### config.mk
export PLATFORM = sky130hd
export DESIGN_NAME = ctrl_pipe
export DESIGN_NICKNAME = d
export VERILOG_FILES = /design/src/rtl/ctrl_pkg.sv /design/src/rtl/ctrl_decode.sv /design/src/rtl/ctrl_pipe.sv
export SDC_FILE = /design/constraint.sdc
export NUM_CORES = 1
export LEC_CHECK = 0
export ABC_CLOCK_PERIOD_IN_PS = 1800
export BUFFER_PORTS_ARGS = -buffer_cell sky130_fd_sc_hd__buf_2
export CAP_MARGIN = 20
export CORE_AREA = 2 2 58 60
export CTS_CLUSTER_SIZE = 24
export DETAILED_ROUTE_END_ITERATION = 7
export DIE_AREA = 0 0 60 62
export GPL_TIMING_DRIVEN = 0
export HOLD_SLACK_MARGIN = 0.05
export PLACE_DENSITY = 0.85
export SLEW_MARGIN = 20
export SYNTH_ARGS = -nofsm -noshare
export SYNTH_HDL_FRONTEND = slang
export SYNTH_SLANG_ARGS = --single-unit
### constraint.sdc
create_clock -name Clk -period 1.8 [get_ports Clk]
set_input_delay 0.18 -clock Clk [delete_from_list [all_inputs] [get_ports Clk]]
set_output_delay 0.18 -clock Clk [all_outputs]
set_load 0.01 [all_outputs]
### src/rtl/ctrl_pkg.sv
// rtl/ctrl_pkg.sv - shared types for the 9-bit ISA control stage
package ctrl_pkg;

   typedef enum logic [2:0] {
      LDST  = 3'd0,
      MOV   = 3'd1,
      ALU   = 3'd2,
      SHIFT = 3'd3,
      JMP   = 3'd4,
      BLT   = 3'd5,
      BEQ   = 3'd6,
      IMM   = 3'd7
   } opcode_e;

   localparam logic [3:0] ALU_ADD   = 4'd0;
   localparam logic [3:0] ALU_SUB   = 4'd1;
   localparam logic [3:0] ALU_AND   = 4'd2;
   localparam logic [3:0] ALU_INC   = 4'd3;
   localparam logic [3:0] ALU_NOT   = 4'd4;
   localparam logic [3:0] ALU_NEG   = 4'd5;
   localparam logic [3:0] ALU_BLT   = 4'd6;
   localparam logic [3:0] ALU_BEQ   = 4'd7;
   localparam logic [3:0] ALU_MOV   = 4'd8;
   localparam logic [3:0] ALU_SHIFT = 4'd9;
   localparam logic [3:0] ALU_ADDI  = 4'd10;
   localparam logic [3:0] ALU_SUBI  = 4'd11;
   localparam logic [3:0] ALU_JMP   = 4'd12;

   // Register fields are kept at their native 3 bits; the top zero-extends them.
   typedef struct packed {
      logic [3:0] Aluop;
      logic [4:0] Jptr;
      logic [2:0] Ra;
      logic [2:0] Rb;
      logic [2:0] Wd;
      logic [2:0] Imm;
      logic       WenR;
      logic       WenD;
      logic       Ldr;
      logic       Str;
   } ctrl_t;

   typedef enum logic [1:0] {
      ST_RUN   = 2'd0,
      ST_MEM   = 2'd1,
      ST_FLUSH = 2'd2
   } state_e;

endpackage

### src/rtl/ctrl_decode.sv
// rtl/ctrl_decode.sv - combinational instruction decoder, mach_code to ctrl_t
module ctrl_decode
   import ctrl_pkg::*;
(
   input  logic [8:0] mach_code,
   output ctrl_t      ctrl,
   output logic       is_ldst,
   output logic       is_jmp,
   output logic       is_br
);

   opcode_e    op;
   logic [5:0] b;

   assign op = opcode_e'(mach_code[8:6]);
   assign b  = mach_code[5:0];

   always_comb begin
      ctrl    = '0;
      is_ldst = 1'b0;
      is_jmp  = 1'b0;
      is_br   = 1'b0;
      case (op)
         LDST: begin
            is_ldst = 1'b1;
            if (!b[5]) begin
               ctrl.Ldr  = 1'b1;
               ctrl.Wd   = b[4:2];
               ctrl.Rb   = {1'b0, b[1:0]};
               ctrl.WenR = 1'b1;
            end else begin
               ctrl.Str  = 1'b1;
               ctrl.Ra   = {1'b0, b[4:3]};
               ctrl.Rb   = b[2:0];
               ctrl.WenD = 1'b1;
            end
         end
         MOV: begin
            ctrl.Ra    = b[5:3];
            ctrl.Rb    = b[2:0];
            ctrl.Wd    = b[2:0];
            ctrl.Aluop = ALU_MOV;
            ctrl.WenR  = 1'b1;
         end
         ALU: begin
            ctrl.Rb   = {1'b0, b[1:0]};
            ctrl.WenR = 1'b1;
            // Function code 11 selects the single-operand group keyed by b[3:2].
            if (b[5:4] == 2'b11) begin
               ctrl.Ra = {1'b0, b[1:0]};
               ctrl.Wd = {1'b0, b[1:0]};
               case (b[3:2])
                  2'b10:   ctrl.Aluop = ALU_NOT;
                  2'b01:   ctrl.Aluop = ALU_NEG;
                  default: ctrl.Aluop = ALU_INC;
               endcase
            end else begin
               ctrl.Ra    = {1'b0, b[3:2]};
               ctrl.Wd    = {1'b0, b[3:2]};
               ctrl.Aluop = {2'b00, b[5:4]};
            end
         end
         SHIFT: begin
            ctrl.Ra    = b[5:3];
            ctrl.Wd    = b[5:3];
            ctrl.Imm   = b[2:0];
            ctrl.Aluop = ALU_SHIFT;
            ctrl.WenR  = 1'b1;
         end
         JMP: begin
            if (b[5]) begin
               is_jmp     = 1'b1;
               ctrl.Jptr  = b[4:0];
               ctrl.Aluop = ALU_JMP;
            end else begin
               ctrl.Ra    = {1'b0, b[3:2]};
               ctrl.Wd    = {1'b0, b[3:2]};
               ctrl.Rb    = {1'b0, b[1:0]};
               ctrl.Aluop = ALU_SUB;
            end
         end
         BLT, BEQ: begin
            is_br      = 1'b1;
            ctrl.Ra    = b[5:3];
            ctrl.Rb    = b[2:0];
            ctrl.Aluop = (op == BLT) ? ALU_BLT : ALU_BEQ;
         end
         IMM: begin
            ctrl.Aluop = {3'b101, b[5]};
            ctrl.Ra    = {1'b0, b[4:3]};
            ctrl.Wd    = {1'b0, b[4:3]};
            ctrl.Imm   = b[2:0];
            ctrl.WenR  = 1'b1;
         end
         default: ctrl = '0;
      endcase
   end

endmodule

### src/rtl/ctrl_pipe.sv
// rtl/ctrl_pipe.sv - registered control stage with memory hold and wrong-path squash
module ctrl_pipe
   import ctrl_pkg::*;
#(
   parameter int MEM_LAT   = 2,
   parameter int FLUSH_CYC = 2,
   parameter int RW        = 3
) (
   input  logic          Clk,
   input  logic          Reset,
   input  logic [8:0]    mach_code,
   input  logic          in_valid,
   output logic          in_ready,
   input  logic          br_taken,
   output logic [3:0]    Aluop,
   output logic [4:0]    Jptr,
   output logic [RW-1:0] Ra,
   output logic [RW-1:0] Rb,
   output logic [RW-1:0] Wd,
   output logic [2:0]    Imm,
   output logic          WenR,
   output logic          WenD,
   output logic          Ldr,
   output logic          Str,
   output logic          out_valid,
   output logic          out_is_br,
   output logic          redirect
);

   localparam int MW = (MEM_LAT > 1) ? $clog2(MEM_LAT) : 1;
   localparam int FW = (FLUSH_CYC > 1) ? $clog2(FLUSH_CYC) : 1;
   localparam logic [MW-1:0] MEM_LAST   = MW'(MEM_LAT - 1);
   localparam logic [MW-1:0] MEM_PRE    = MW'(MEM_LAT - 2);
   localparam logic [FW-1:0] FLUSH_LAST = FW'(FLUSH_CYC - 1);

   state_e          state, state_d;
   logic [MW-1:0]   mem_cnt, mem_cnt_d;
   logic [FW-1:0]   flush_cnt, flush_cnt_d;
   ctrl_t           q, q_d, dec;
   logic            valid_q, valid_d;
   logic            br_q, br_d;
   logic            jmp_q, jmp_d;
   logic            dec_ldst, dec_jmp, dec_br;
   logic            br_hit;

   ctrl_decode u_decode (
      .mach_code (mach_code),
      .ctrl      (dec),
      .is_ldst   (dec_ldst),
      .is_jmp    (dec_jmp),
      .is_br     (dec_br)
   );

   always_comb begin
      state_d     = state;
      mem_cnt_d   = mem_cnt;
      flush_cnt_d = flush_cnt;
      q_d         = '0;
      valid_d     = 1'b0;
      br_d        = 1'b0;
      jmp_d       = 1'b0;
      in_ready    = (state != ST_MEM);
      br_hit      = (state == ST_RUN) && br_q && br_taken;
      case (state)
         ST_RUN: begin
            // The instruction accepted alongside a taken branch is the first squashed one.
            if (br_hit) begin
               state_d     = ST_FLUSH;
               flush_cnt_d = '0;
               if (in_valid) begin
                  if (FLUSH_CYC == 1) state_d = ST_RUN;
                  else                flush_cnt_d = FW'(1);
               end
            end else if (in_valid) begin
               q_d     = dec;
               valid_d = 1'b1;
               br_d    = dec_br;
               if (dec_ldst && (MEM_LAT > 1)) begin
                  state_d   = ST_MEM;
                  mem_cnt_d = '0;
                  q_d.WenR  = 1'b0;
               end
               if (dec_jmp) begin
                  state_d     = ST_FLUSH;
                  flush_cnt_d = '0;
                  jmp_d       = 1'b1;
               end
            end
         end
         ST_MEM: begin
            if (mem_cnt == MEM_LAST) begin
               state_d   = ST_RUN;
               mem_cnt_d = '0;
            end else begin
               q_d       = q;
               valid_d   = 1'b1;
               q_d.WenD  = 1'b0;
               q_d.WenR  = q.Ldr && (mem_cnt == MEM_PRE);
               mem_cnt_d = mem_cnt + 1'b1;
            end
         end
         ST_FLUSH: begin
            if (in_valid) begin
               if (flush_cnt == FLUSH_LAST) begin
                  state_d     = ST_RUN;
                  flush_cnt_d = '0;
               end else begin
                  flush_cnt_d = flush_cnt + 1'b1;
               end
            end
         end
         default: state_d = ST_RUN;
      endcase
   end

   always_ff @(posedge Clk) begin
      if (Reset) begin
         state     <= ST_RUN;
         mem_cnt   <= '0;
         flush_cnt <= '0;
         q         <= '0;
         valid_q   <= 1'b0;
         br_q      <= 1'b0;
         jmp_q     <= 1'b0;
      end else begin
         state     <= state_d;
         mem_cnt   <= mem_cnt_d;
         flush_cnt <= flush_cnt_d;
         q         <= q_d;
         valid_q   <= valid_d;
         br_q      <= br_d;
         jmp_q     <= jmp_d;
      end
   end

   assign Aluop     = q.Aluop;
   assign Jptr      = q.Jptr;
   assign Ra        = RW'(q.Ra);
   assign Rb        = RW'(q.Rb);
   assign Wd        = RW'(q.Wd);
   assign Imm       = q.Imm;
   assign WenR      = q.WenR;
   assign WenD      = q.WenD;
   assign Ldr       = q.Ldr;
   assign Str       = q.Str;
   assign out_valid = valid_q;
   assign out_is_br = br_q;
   assign redirect  = jmp_q | br_hit;

endmodule

## Word level (Yosys, flattened, before mapping)

Index checks and enable logic that the tools add are counted.

| word-level totals | value |
|---|---|
| logic and storage cells | 112 |
| output and inout port bits | 29 |
| input bits | 13 |
| bits in registers | 32 |

| cells by class | value |
|---|---|
| reduce and logical (&&, ||, !) cells | 16 |
| $add $sub $neg | 2 |
| eq/ne operators | 22 |
| bitwise logic cells | 4 |
| muxes and demuxes | 52 |

Operator list:

| cell | number |
|---|---|
| two-way mux 25 bit | 3 |
| case mux 25 bit (2 select lines) | 1 |
| case mux 4 bit (6 select lines) | 1 |
| two-way mux 1 bit | 20 |
| two-way mux 2 bit | 9 |
| case mux 3 bit (6 select lines) | 1 |
| case mux 3 bit (5 select lines) | 1 |
| == test 3 bit (second input constant) | 4 |
| two-way mux 3 bit | 4 |
| inequality test 2 bit (second input constant) | 6 |
| case mux 3 bit (4 select lines) | 1 |
| OR reduction 4 bit | 3 |
| two-way mux 5 bit | 2 |
| two-way mux 4 bit | 2 |
| two-way mux 8 bit | 1 |
| case mux 1 bit (2 select lines) | 4 |
| AND reduction 4 bit | 2 |
| == test 2 bit (second input constant) | 3 |
| == test 3 x 2 -> 1 bit (second input constant) | 2 |
| inequality test 3 bit (second input constant) | 2 |
| case mux 2 bit (3 select lines) | 1 |
| case mux 3 bit (2 select lines) | 1 |
| AND reduction 5 bit | 1 |
| == test 2 x 1 -> 1 bit (second input constant) | 2 |
| other kinds (12) | 19 |

## Longest topological paths before layout

| logic depth | value |
|---|---|
| depth after elaboration | 7 |
| gate-level depth with buffers | 6 |
| mapped depth without buffers | 6 |

## By module

From an unflattened synthesis, not the netlist that was laid out.

| second synthesis, totals | value |
|---|---|
| cell total of the unflattened synthesis | 176 |
| area total of the unflattened synthesis | 1679.1 µm² |

Modules (own cells, without submodules):

| module | times used | area each (µm²) | seq. area each (µm²) | cells each |
|---|---|---|---|---|
| ctrl_pipe | 1 | 1171.1 | 640.6 | 96 |
| ctrl_decode | 1 | 508.0 | 0.0 | 80 |

## Least setup slack after synthesis

OpenSTA, ideal clock, no wires.

| path | value |
|---|---|
| kind | register to register |
| start point | reg state[1] |
| end point | reg state[1] |
| cell stages (with the launch flop) | 6 |
| slack | 0.480 ns |
| period minus slack after synthesis | 1.320 ns |
| arrival | 1.189 ns |
| data required time | 1.669 ns |
| cells stage by stage | dfxtp_1 buf_2 nand2b_1 or2_2 o21ai_0 o32ai_1 |

| between the ends | value |
|---|---|
| longest elaborated chain between the ends | 5 |

Ends and longest elaborated chain:

| item | RTL line | RTL |
|---|---|---|
| from (decl) | ctrl_pipe.sv:36 | `state_e state, state_d;` |
| from (signal assigned) | ctrl_pipe.sv:126 | `state <= state_d;` |
| logical NOT 2 bit | ctrl_pipe.sv:63, ctrl_pipe.sv:64 |  |
| logical AND 1 bit (2 in a row) | ctrl_pipe.sv:63 | `br_hit = (state == ST_RUN) && br_q && br_taken;` |
| inequality test 4 bit (no line), or another cell as far along | - |  |
| AND reduction 5 bit (no line) or case mux 2 bit (3 select lines) (tied branches) | - |  |

Parallel ways exist; a longest one is shown, timed or not.
A chain may end at the register's enable or synchronous reset.

## Worst setup path in the final report

| path | value |
|---|---|
| start point | reg state[0] |
| end point | out redirect |

| between the ends | value |
|---|---|
| longest elaborated chain between the ends | 4 |

Ends and longest elaborated chain:

| item | RTL line | RTL |
|---|---|---|
| logical NOT 2 bit | ctrl_pipe.sv:63 |  |
| logical AND 1 bit (2 in a row) | ctrl_pipe.sv:63 |  |
| OR 1 bit | ctrl_pipe.sv:148 | `assign redirect = jmp_q \| br_hit;` |
| to (decl) | ctrl_pipe.sv:27 | `output logic redirect` |

Every way passes these cells.

==> reports/results.txt <==
status -> finished, final reports clean
vias -> 1,431
Worst-path clk slew -> 90 ps
CP delay by family, top -> flip-flops
global-route wire length before repair -> 5.83 mm
Synth Area per Inst -> 9.34 sq um
Worst setup EP type -> output port
root buffer cell -> clkbuf_4
Slowest Stage Delay on Critical Path -> 510 ps
DRC violations left -> 0
VDD IR max -> 0.318 mV
worst slew pin tran -> 591 ps
Die Y -> 62 um
final setup vio count -> 0
cell depth of the worst setup path -> 3
Tmin final -> 1510 ps
DIE WIDTH -> 60 um
CP cell instances -> inv_1, a41o_1, buf_2
area of the multi-input gates -> 761 sq um
Yosys cell types -> 50
GP Congestion -> 0.882
Post-synth EDFFs -> 0
Area Growth Syn to Fin -> 19.3%
FF/Latch Area -> 641 sq um
Ports -> 42
Clock Latency Late Sink -> 350 ps
Max Cap Viol -> 0
ys flop type -> dfxtp_1
Syn Nets -> 174
highest-delay cell along the critical path -> dfxtp_1
worst hold path type -> in2reg
wirelength, routed -> 3.60 mm
CTS tree -> yes
hpwl dp -> 2.60 mm
crit path to -> redirect
area leader, netlist -> dfxtp_1
worst path buffer plus inverter count -> 2
CTS resizes -> 0
P per Cell Area -> 746 nW/um^2
FF-to-FF setup slack -> 310 ps
R2R depth -> 6
ranking of synthesized cells by area -> dfxtp_1, a22o_1, nand2_1
H-tree levels -> 2
postcts setup bufs -> 0
min-delay src -> Reset
Total Neg Setup Slack -> 0 ps
total power -> 1.33 mW
CTS Buf Count -> 5
hold bufs inserted after CTS -> 0
critical path peak fanout -> 7
Setup Skew -> 11.1 ps
fraction of layout cells with a size suffix above 1 -> 30.9%
RSZ-0062 raised after global routing -> false
async set or reset register ratio after synthesis -> 0%
Syn. warnings -> 0
number of global-route vias before repair -> 1,279
Cell Rows -> 21
# clock sinks -> 32
CP Launch Point -> state[0]
sequential element share of the synthesized area -> 42.8%
CP startpoint kind -> flop
RR Startpoint -> state[1]
Core Area -> 3180 sq um
Cells after Synth -> 160
Slew Viols, Final -> 0
worst-case clock buffer depth -> 2
fill cell count -> 310
antenna cells -> 0
maximum clock frequency -> 662 MHz
pin count of the biggest net entering global routing -> 11
Die ar. -> 3720 sq um
Buffers on Ports -> 37
Tot GR Track Use -> 21.6%
reg2reg end -> Ra[1]
final hold violation count -> 0
share of the synthesized area in the top cell type -> 42.8%
critical path required time -> 1620 ps
WHS Path Cells -> 2
Commonest cells post-synth -> dfxtp_1, nand2_1, a22o_1
WL/cell -> 14.4 um
count leader, synth -> dfxtp_1
First-pass DRT Iterations -> 4
initial core utilization -> 47.0%
DR vias/cell -> 5.72
critical path class -> reg2out
post-route antenna net violation count -> 0
Mapped Area -> 1500 sq um
CP arrival -> 1330 ps
grt ovf -> 0
nets@finish -> 218
drt initial violations -> 48
Final period util -> 83.9%
Seq cells post-synth -> 32
Leak -> 0.804 nW
slew margin rel. -> 60.3%
initial antenna violation count -> 0
==> final cells by class <==
type	count	share of cell area, %
Buffer	13	3.79
Multi-Input combinational cell	108	42.6
Tap cell	46	3.23
Inverter	7	1.47
Clock buffer	6	2.31
Clock inverter	1	0.281
Timing Repair Buffer	37	10.4
Sequential cell	32	35.9
==> how the worst min path moves through the flow <==
| stage | end | slack (ps) |
|---|---|---|
| after floorplan | Imm[0] | 310 |
| after global placement | Str | 430 |
| after detailed placement | Str | 430 |
| after CTS | mem_cnt | 100 |
| after global routing | Jptr[0] | 110 |
| final | mem_cnt | 110 |
==> state kept, by name (all words and copies together) (netlist names) <==
| name | cells |
|---|---|
| Jptr | 5 |
| Aluop | 4 |
| Imm | 3 |
| Ra | 3 |
| Rb | 3 |
| Wd | 3 |
| state | 2 |
| Ldr | 1 |
| Str | 1 |
| WenD | 1 |
| WenR | 1 |
| flush_cnt | 1 |
| jmp_q | 1 |
| mem_cnt | 1 |
| out_is_br | 1 |
| out_valid | 1 |
==> per-stage QoR <==
step                setup WS [ps]  utilization (%)  hold WS [ps]  std cells  cell area, sq um
floorplan                     480                -           306        160              1500
detailed placement            323             54.7           434        243              1740
global route                  150             56.1           112        250              1780
finish                        290             56.1           111        250              1780
CTS                           288             56.1           101        250              1780
global placement              335             54.7           432        243              1740
==> layer usage <==
metal / vias up / global-route usage (%) / share of wire (%)
met1: 667 / 27.3 / 45
met4: 0 / 14.0 / 3.1
met2: 58 / 33.2 / 45
met3: 12 / 5.18 / 7.0
li1: 694 / - / -
met5: - / 0 / 0
==> power breakdown <==
| group | total, mW | internal, mW | leakage [nW] | switching, mW |
|---|---|---|---|---|
| combinational | 0.209 | 0.0821 | 0.516 | 0.126 |
| clock | 0.378 | 0.143 | 0.0281 | 0.235 |
| sequential | 0.745 | 0.731 | 0.260 | 0.0138 |
| total | 1.33 | 0.957 | 0.804 | 0.375 |
==> cell families after synthesis <==
kind of cell / synth area share (%)
compound gates: 31.1
xor+xnor: 1.17
fa+ha+maj: 1.51
buf+inv: 6.28
flops: 42.8
mux: 1.42
simple gates: 15.7
==> cell usage in the layout, fill, tap and decap left out, drive strengths merged, types with 3 or more instances in the layout <==
cell type   n
a211oi      3
a21oi       7
a22o       12
a31oi       5
a32oi       5
and2        3
buf        47
clkbuf      9
dfxtp      32
inv         7
nand2      16
nand2b      3
nor2        4
nor3        5
o211ai      3
o21ai       7
o31ai       3
o32ai       3
No activity file was read; power rests on OpenSTA's default activity.
